===== src/rtl/shift_sequencer.sv =====
// Multi-cycle shifter: one single-bit left or arithmetic-right step per clock.
// Optional macro SHIFT_SEQ_ROTATE_EN adds a ROT input that turns each step into a rotate.
module shift_sequencer #(
  parameter int WIDTH = 32,
  parameter int AMT_W = 5
) (
  input  logic             CLK,
  input  logic             RST,
  input  logic             START,
  input  logic             SH_DIR,
  input  logic [AMT_W-1:0] SH_AMT,
  input  logic [WIDTH-1:0] D_IN,
`ifdef SHIFT_SEQ_ROTATE_EN
  input  logic             ROT,
`endif
  output logic [WIDTH-1:0] D_OUT,
  output logic             BUSY,
  output logic             DONE,
  output logic [1:0]       dbg_state
);

  // Handshake: START is a request accepted only on an IDLE edge (BUSY=0, DONE=0);
  // there is no backpressure. DONE pulses for one cycle with D_OUT valid.
  typedef enum logic [1:0] {
    IDLE  = 2'd0,
    SHIFT = 2'd1,
    FIN   = 2'd2
  } state_t;

  state_t           state;
  logic [AMT_W-1:0] count;
  logic             dir;
  logic             rot_q;
  logic             rot_in;

`ifdef SHIFT_SEQ_ROTATE_EN
  assign rot_in = ROT;
`else
  assign rot_in = 1'b0;
`endif

  assign dbg_state = state;

  function automatic logic [WIDTH-1:0] step(input logic [WIDTH-1:0] d,
                                            input logic right,
                                            input logic rot);
    logic fill;
    if (right) begin
      // Arithmetic shift refills with the sign bit; rotate refills with the LSB.
      fill = rot ? d[0] : d[WIDTH-1];
      return {fill, d[WIDTH-1:1]};
    end else begin
      fill = rot ? d[WIDTH-1] : 1'b0;
      return {d[WIDTH-2:0], fill};
    end
  endfunction

  always_ff @(posedge CLK) begin
    if (RST) begin
      state <= IDLE;
      D_OUT <= '0;
      count <= '0;
      dir   <= 1'b0;
      rot_q <= 1'b0;
      BUSY  <= 1'b0;
      DONE  <= 1'b0;
    end else begin
      case (state)
        IDLE: begin
          if (START) begin
            D_OUT <= D_IN;
            count <= SH_AMT;
            dir   <= SH_DIR;
            rot_q <= rot_in;
            if (SH_AMT != '0) begin
              state <= SHIFT;
              BUSY  <= 1'b1;
            end else begin
              state <= FIN;
              DONE  <= 1'b1;
            end
          end
        end
        SHIFT: begin
          D_OUT <= step(D_OUT, dir, rot_q);
          count <= count - 1'b1;
          if (count == AMT_W'(1)) begin
            state <= FIN;
            BUSY  <= 1'b0;
            DONE  <= 1'b1;
          end
        end
        FIN: begin
          state <= IDLE;
          DONE  <= 1'b0;
        end
        default: begin
          state <= IDLE;
          BUSY  <= 1'b0;
          DONE  <= 1'b0;
        end
      endcase
    end
  end

endmodule


===== config.mk =====
export PLATFORM = sky130hd
export DESIGN_NAME = shift_sequencer
export DESIGN_NICKNAME = d
export VERILOG_FILES = /design/src/rtl/shift_sequencer.sv
export SDC_FILE = /design/constraint.sdc
export NUM_CORES = 1
export LEC_CHECK = 0
export CORE_MARGIN = 2
export CORE_UTILIZATION = 45
export CTS_CLUSTER_SIZE = 25
export DETAILED_ROUTE_END_ITERATION = 10
export PLACE_DENSITY = 0.9
export SYNTH_ARGS = -nofsm -noshare
export SYNTH_HDL_FRONTEND = slang
export SYNTH_SLANG_ARGS = --single-unit
export TNS_END_PERCENT = 1

===== constraint.sdc =====
create_clock -name CLK -period 2.3 [get_ports CLK]
set_clock_uncertainty 0.15 [all_clocks]
set_input_delay 0.23 -clock CLK [delete_from_list [all_inputs] [get_ports CLK]]
set_output_delay 0.23 -clock CLK [all_outputs]
set_load 0.05 [all_outputs]

==> reports/results.txt, run 1 <==
Outcome - complete, no violations
Type of destination of the critical path - primary output
CTS sink cnt - 42
Fraction of final layout cells with drive strength greater than 1 - 17.6%
Unrepaired setup endpoints after global routing - no
Setup TNS - 0 ns
Pin count of the biggest net entering global routing - 35
Worst Path Required - 1.92 ns
Type of the most critical hold path - reg -> reg
Initial Util - 46.8%
Cell area after technology mapping - 2210 um2
Final antenna-violating net count - 0
Total gr overflow - 0
Timing-limited maximum frequency - 458 MHz
Number of global-route vias before repair - 2,196
Number of buffers between clock root and the deepest sink - 2
Sequential fraction of the synthesis area - 38.1%
Global routing met1 resource utilization - 31.1%
I/O pin cnt - 77
Final-report setup violation count - 0
DP Cell Count - 377
Root buf cell - clkbuf_8
Height of the die - 74.1 um
Crit path cell chain - clkdlybuf4s50_1
Avg Cell Area, Syn - 8.83 um2
Number of buffers inserted to repair setup after CTS - 0
Slowest cell on the critical path - clkdlybuf4s50_1
Total vias in the final route - 2,286
Startpoint class of the critical path - register
Grt met3 use - 5.42%
Critical Path Max Stage Delay - 0.90 ns
Peak ir drop on the vdd network - 0.477 mV
Slew Limit Fails - 0
Post-layout power - 2.49 mW
Number of storage elements in the synthesis netlist - 42
P_leak - 1.17 nW
Skew-Pair Late Insertion Delay - 0.30 ns
Transition time at the pin with the least slew margin - 1.00 ns
Post_cts resized - 0
Layout area overhead - 42.3%
Main flop type after synthesis - dfxtp_1
Relative slew slack - 32.9%
Crit Path Category - reg -> out
Max Cap Violations - 0
Clock buffer count from CTS - 5
Post-layout min period - 2.18 ns
Critical path data arrival time - 1.80 ns
Post-Route WL - 6740 um
Die area - 5480 um2
Global-route wire length before repair - 10,600 um
Clock tree from TritonCTS - done
Number of flops mapped to enable cells by yosys - 0
Number of remaining DRC errors - 0
Total half-perimeter wirelength after legalization and detailed placement - 4480 um
Crit-path max FO - 14
Most repeated cell in the gate-level netlist after synthesis - dfxtp_1
Net count after synthesis - 293
Quantity of hold-fixing buffers added after cts - 0
Via-to-Cell Ratio - 5.94
Drt first pass iters - 4
Most frequent cells after synthesis - dfxtp_1 (42), nor2_1 (37), o21ai_0 (33)
Crit-path leading delay family - buffers and inverters
Worst path bufs/invs - 1
Clock slew seen by the registers of the worst setup and hold paths - 0.09 ns
Synthesized netlist cell count - 250
Final hold vios - 0
Wire per inst - 17.5 um
First DRT Iteration DRCs - 225
Share of synthesized registers carrying an async set or reset - 0%
Fin cells - 385
Antenna fix cells - 0
Row count - 25
Antenna violations before repair - 0
Power Dens Cells - 793 nW/um2
Yosys warns - 0
Total track usage - 24.6%
Worst Hold Slack - 0.328 ns
Portion of synthesized cell area occupied by the leading cell type - 38.1%
Layer with the highest usage - met2
Cell type with the largest total area after synthesis - dfxtp_1
Deepest level of the CTS H-tree - 2
Period Utilization, post-route - 94.9%
Number of distinct library cell variants in the gate-level netlist after synthesis - 39
Core area - 4720 um2
Port Buf Inserts - 76
Width of the chip - 74.1 um
Met2 Use GR - 41.4%
Net count reported at finish - 360
Synth top area cells - dfxtp_1 (38%), mux2_2 (15%), a221oi_1 (12%), o21ai_0 (7.5%), nor2_1 (6.3%)
Final RePlAce weighted congestion - 0.856
[worst register-to-register path, cell delays in order, from the launching register on]
cell	delay (ns)
dfxtp_1	0.61
buf_4	0.23
o21ba_2	0.41
nor2_1	0.10
a2111oi_0	0.47
[report_power, final]
| group | switching, mW | internal (mW) | leakage (nW) |
|---|---|---|---|
| Clock | 0.287 | 0.331 | 0.0563 |
| Sequential | 0.107 | 0.820 | 0.349 |
| Combinational | 0.560 | 0.387 | 0.766 |
[sequential cells by signal, indices dropped and copies added (netlist names)]
| name | cells |
|---|---|
| BUSY | 1 |
| DONE | 1 |
| D_OUT | 32 |
| count | 5 |
| dbg_state | 2 |
| dir | 1 |
[cells by family (layout without fill, tap and decap cells)]
logic type,count (synthesis),in the layout,synth area share (%)
buffers and inverters,30,98,5.50
adder cells (fa/ha/maj),2,2,1.13
AND/OR/NAND/NOR,61,61,12.7
AO/OA/AOI/OAI,85,85,27.3
flip-flops,42,42,38.1
multiplexers,30,30,15.3
[area by class of cell]
cell class,count,area [um2]
fill,383,1580
tap,67,83.8
inverter,5,18.8
clock inverter,3,48.8
sequential,42,841
timing repair buffer,85,828
multi-input combinational,178,1250
clock buffer,5,68.8
[through the flow]
step / util (%) / area [um2] / worst slack [ns]
floorplan: - / 2210 / 0.329
global placement: 64.0 / 3020 / 0.371
detailed placement: 64.0 / 3020 / 0.295
CTS: 66.5 / 3140 / 0.136
global route: 66.5 / 3140 / 0.0865
finish: 66.5 / 3140 / 0.118
[path summary, 6_finish.rpt]
path / end / cells after the start / startpoint / slack (ns)
setup / recovery: dbg_state[0] / 1 / dbg_state[0]$_SDFFE_PP0P_ / 0.12
hold / removal: DONE$_SDFFE_PP0P_ / 2 / DONE$_SDFFE_PP0P_ / 0.33
setup reg to reg: count[2]$_SDFFE_PP0P_ / 4 / dbg_state[0]$_SDFFE_PP0P_ / 0.19
hold reg to reg: DONE$_SDFFE_PP0P_ / 2 / DONE$_SDFFE_PP0P_ / 0.33
[layer usage]
metal  share of wire, %  vias up
met5                  0        -
met4                1.8        0
met3                6.4       12
met2                 50      100
met1                 42     1094
li1                   -     1080
[placed cells by master (no fill, tap or decap), drive strengths merged, types with 5 or more instances in the layout]
cell and instances:
dfxtp 42, o21ai 34, clkdlybuf4s50 76, buf 9
clkbuf 5, a21oi 5, inv 6, mux2 30
a221oi 30, nor2 37, nor3 6, nand2 5
(Power assumes the default switching activity.)
==> run 2, diff against run 1 <==
Settings changed: RECOVER_POWER from default to 25.
==> run 2 against run 1 <==
Net effect: utilization decreased by 0.16 points; sequential power is essentially flat; register-to-register slack about the same; worst hold slack lost 0.0041 ns; via count increased by 0.39%; count of clock-buffer cells in the layout unchanged; non-clock buffer count unchanged; power is 0.73% lower; maximum frequency is 0.10% lower; combinational power shrank 1%; first-iteration DRC count grew 5.8%; critical endpoint unchanged; largest cell class unchanged.
==> reports/results.txt, run 2 (same netlist as run 1, synthesis figures left out) <==
Outcome - complete, no violations
Flip-flop count of the largest register, all copies and words added - 32
Hold Path Cell Cnt - 2
Crit-path leading delay family - buffers and inverters
Port Buf Inserts - 76
Utilization after layout - 66.4%
Timing-limited maximum frequency - 458 MHz
Antenna violations before repair - 0
Critical Path Max Stage Delay - 0.90 ns
Final hold vios - 0
Reg-to-reg setup timing slack - 0.20 ns
Most common library cell in the layout ignoring fill and taps - clkdlybuf4s50_1
Standard cell area after detailed placement - 3020 um2
Critical path data arrival time - 1.80 ns
Total gr overflow - 0
Startpoint of the lowest-slack register-to-register path - dbg_state[0]$_SDFFE_PP0P_
Clock buffer count from CTS - 5
Width of the chip - 74.1 um
Total vias in the final route - 2,295
Layer with the highest usage - met2
DP Cell Count - 377
Crit path cell chain - clkdlybuf4s50_1
Initial Util - 46.8%
Clock slew seen by the registers of the worst setup and hold paths - 0.09 ns
Wire per inst - 17.3 um
Post-Route WL - 6670 um
Global routing met1 resource utilization - 31.1%
Reg2reg end - count[2]$_SDFFE_PP0P_
First DRT Iteration DRCs - 238
Relative slew slack - 33.6%
Crit Path Category - reg -> out
Most frequent cells in the layout - clkdlybuf4s50_1 (65), dfxtp_1 (42), nor2_1 (37)
Peak ir drop on the vdd network - 0.474 mV
Transition time at the pin with the least slew margin - 0.995 ns
Worst path bufs/invs - 1
Startpoint class of the critical path - register
Row count - 25
Launch point of the worst hold path - DONE$_SDFFE_PP0P_
Antenna fix cells - 0
Fin cells - 385
Number of remaining DRC errors - 0
CTS sink cnt - 42
Number of buffers inserted to repair setup after CTS - 0
Quantity of hold-fixing buffers added after cts - 0
Drt first pass iters - 4
Layout area overhead - 41.9%
Clock tree from TritonCTS - done
Total track usage - 24.6%
Grt met3 use - 5.42%
Total half-perimeter wirelength after legalization and detailed placement - 4480 um
Setup TNS - 0 ns
Final RePlAce weighted congestion - 0.856
Die area - 5480 um2
Slowest cell on the critical path - clkdlybuf4s50_1
Slew Limit Fails - 0
Global-route wire length before repair - 10,600 um
Core area - 4720 um2
Max Cap Violations - 0
Skew-Pair Late Insertion Delay - 0.30 ns
Crit-path max FO - 14
Unrepaired setup endpoints after global routing - no
P_leak - 1.20 nW
Number of global-route vias before repair - 2,196
Via-to-Cell Ratio - 5.96
Fraction of final layout cells with drive strength greater than 1 - 17.0%
Number of buffers between clock root and the deepest sink - 2
I/O pin cnt - 77
Met2 Use GR - 41.4%
Final-report setup violation count - 0
Final instance area - 3130 um2
Hold Path End - DONE$_SDFFE_PP0P_
Period Utilization, post-route - 95.0%
Post-layout min period - 2.18 ns
Pin count of the biggest net entering global routing - 35
Power Dens Cells - 789 nW/um2
Net count reported at finish - 360
Post_cts resized - 0
Worst Path Required - 1.92 ns
Root buf cell - clkbuf_8
Deepest level of the CTS H-tree - 2
Final antenna-violating net count - 0
Type of the most critical hold path - reg -> reg
Post-layout power - 2.47 mW
Register with the most flip-flops - D_OUT
Type of destination of the critical path - primary output
Height of the die - 74.1 um
Register-to-Register Path Depth - 4
[run 2: changes by cell type in the layout (fill, tap and decap cells not counted), moves of 2 or more]
| cell | before | now |
|---|---|---|
| clkdlybuf4s50_1 | 76 | 65 |
| buf_4 | 9 | 7 |
| clkbuf_2 | 0 | 2 |
| dlygate4sd3_1 | 0 | 11 |
[run 2: through the flow]
| stage | setup slack, ns | hold slack [ns] |
|---|---|---|
| after floorplan | 0.329 | 0.216 |
| after global placement | 0.371 | 0.296 |
| after detailed placement | 0.295 | 0.308 |
| after CTS | 0.136 | 0.331 |
| after global routing | 0.0842 | 0.347 |
| final | 0.116 | 0.324 |
[run 2: how the worst max path moves through the flow]
| stage | startpoint | end | depth (start not counted) | slack (ns) |
|---|---|---|---|---|
| floorplan | dbg_state[0]$_SDFFE_PP0P_ | count[3]$_SDFFE_PP0P_ | 6 | 0.33 |
| global placement | START | count[4]$_SDFFE_PP0P_ | 5 | 0.37 |
| detailed placement | dbg_state[0]$_SDFFE_PP0P_ | D_OUT[16]$_SDFFE_PP0P_ | 4 | 0.29 |
| CTS | dbg_state[0]$_SDFFE_PP0P_ | dbg_state[0] | 1 | 0.14 |
| global route | dbg_state[0]$_SDFFE_PP0P_ | dbg_state[0] | 1 | 0.08 |
| finish | dbg_state[0]$_SDFFE_PP0P_ | dbg_state[0] | 1 | 0.12 |
[run 2: power breakdown]
group | switching, mW | total, mW | internal [mW]
sequential | 0.106 | 0.925 | 0.820
combinational | 0.558 | 0.933 | 0.375
clock | 0.285 | 0.616 | 0.331
total | 0.948 | 2.47 | 1.53
[run 2: layer usage]
metal  vias to the layer above  wire (um)
li1                       1082          -
met1                      1104       2830
met2                        97       3310
met3                        12        411
met4                         0        121
met5                         -          0
[run 2: final cells by class]
type                    count  area (um2)
inverters                   5        18.8
flip-flops and latches     42         841
clock buffers               5        68.8
well taps                  67        83.8
fillers                   383        1590
clock inverters             3        48.8
multi-input cells         178        1250
repair buffers             85         823
==> run 3, diff against run 2 <==
Settings changed: CTS_CLUSTER_SIZE 25 to 40.
==> results of run 3 <==
No change in the layout: final DEF, timing and power equal those of run 2.
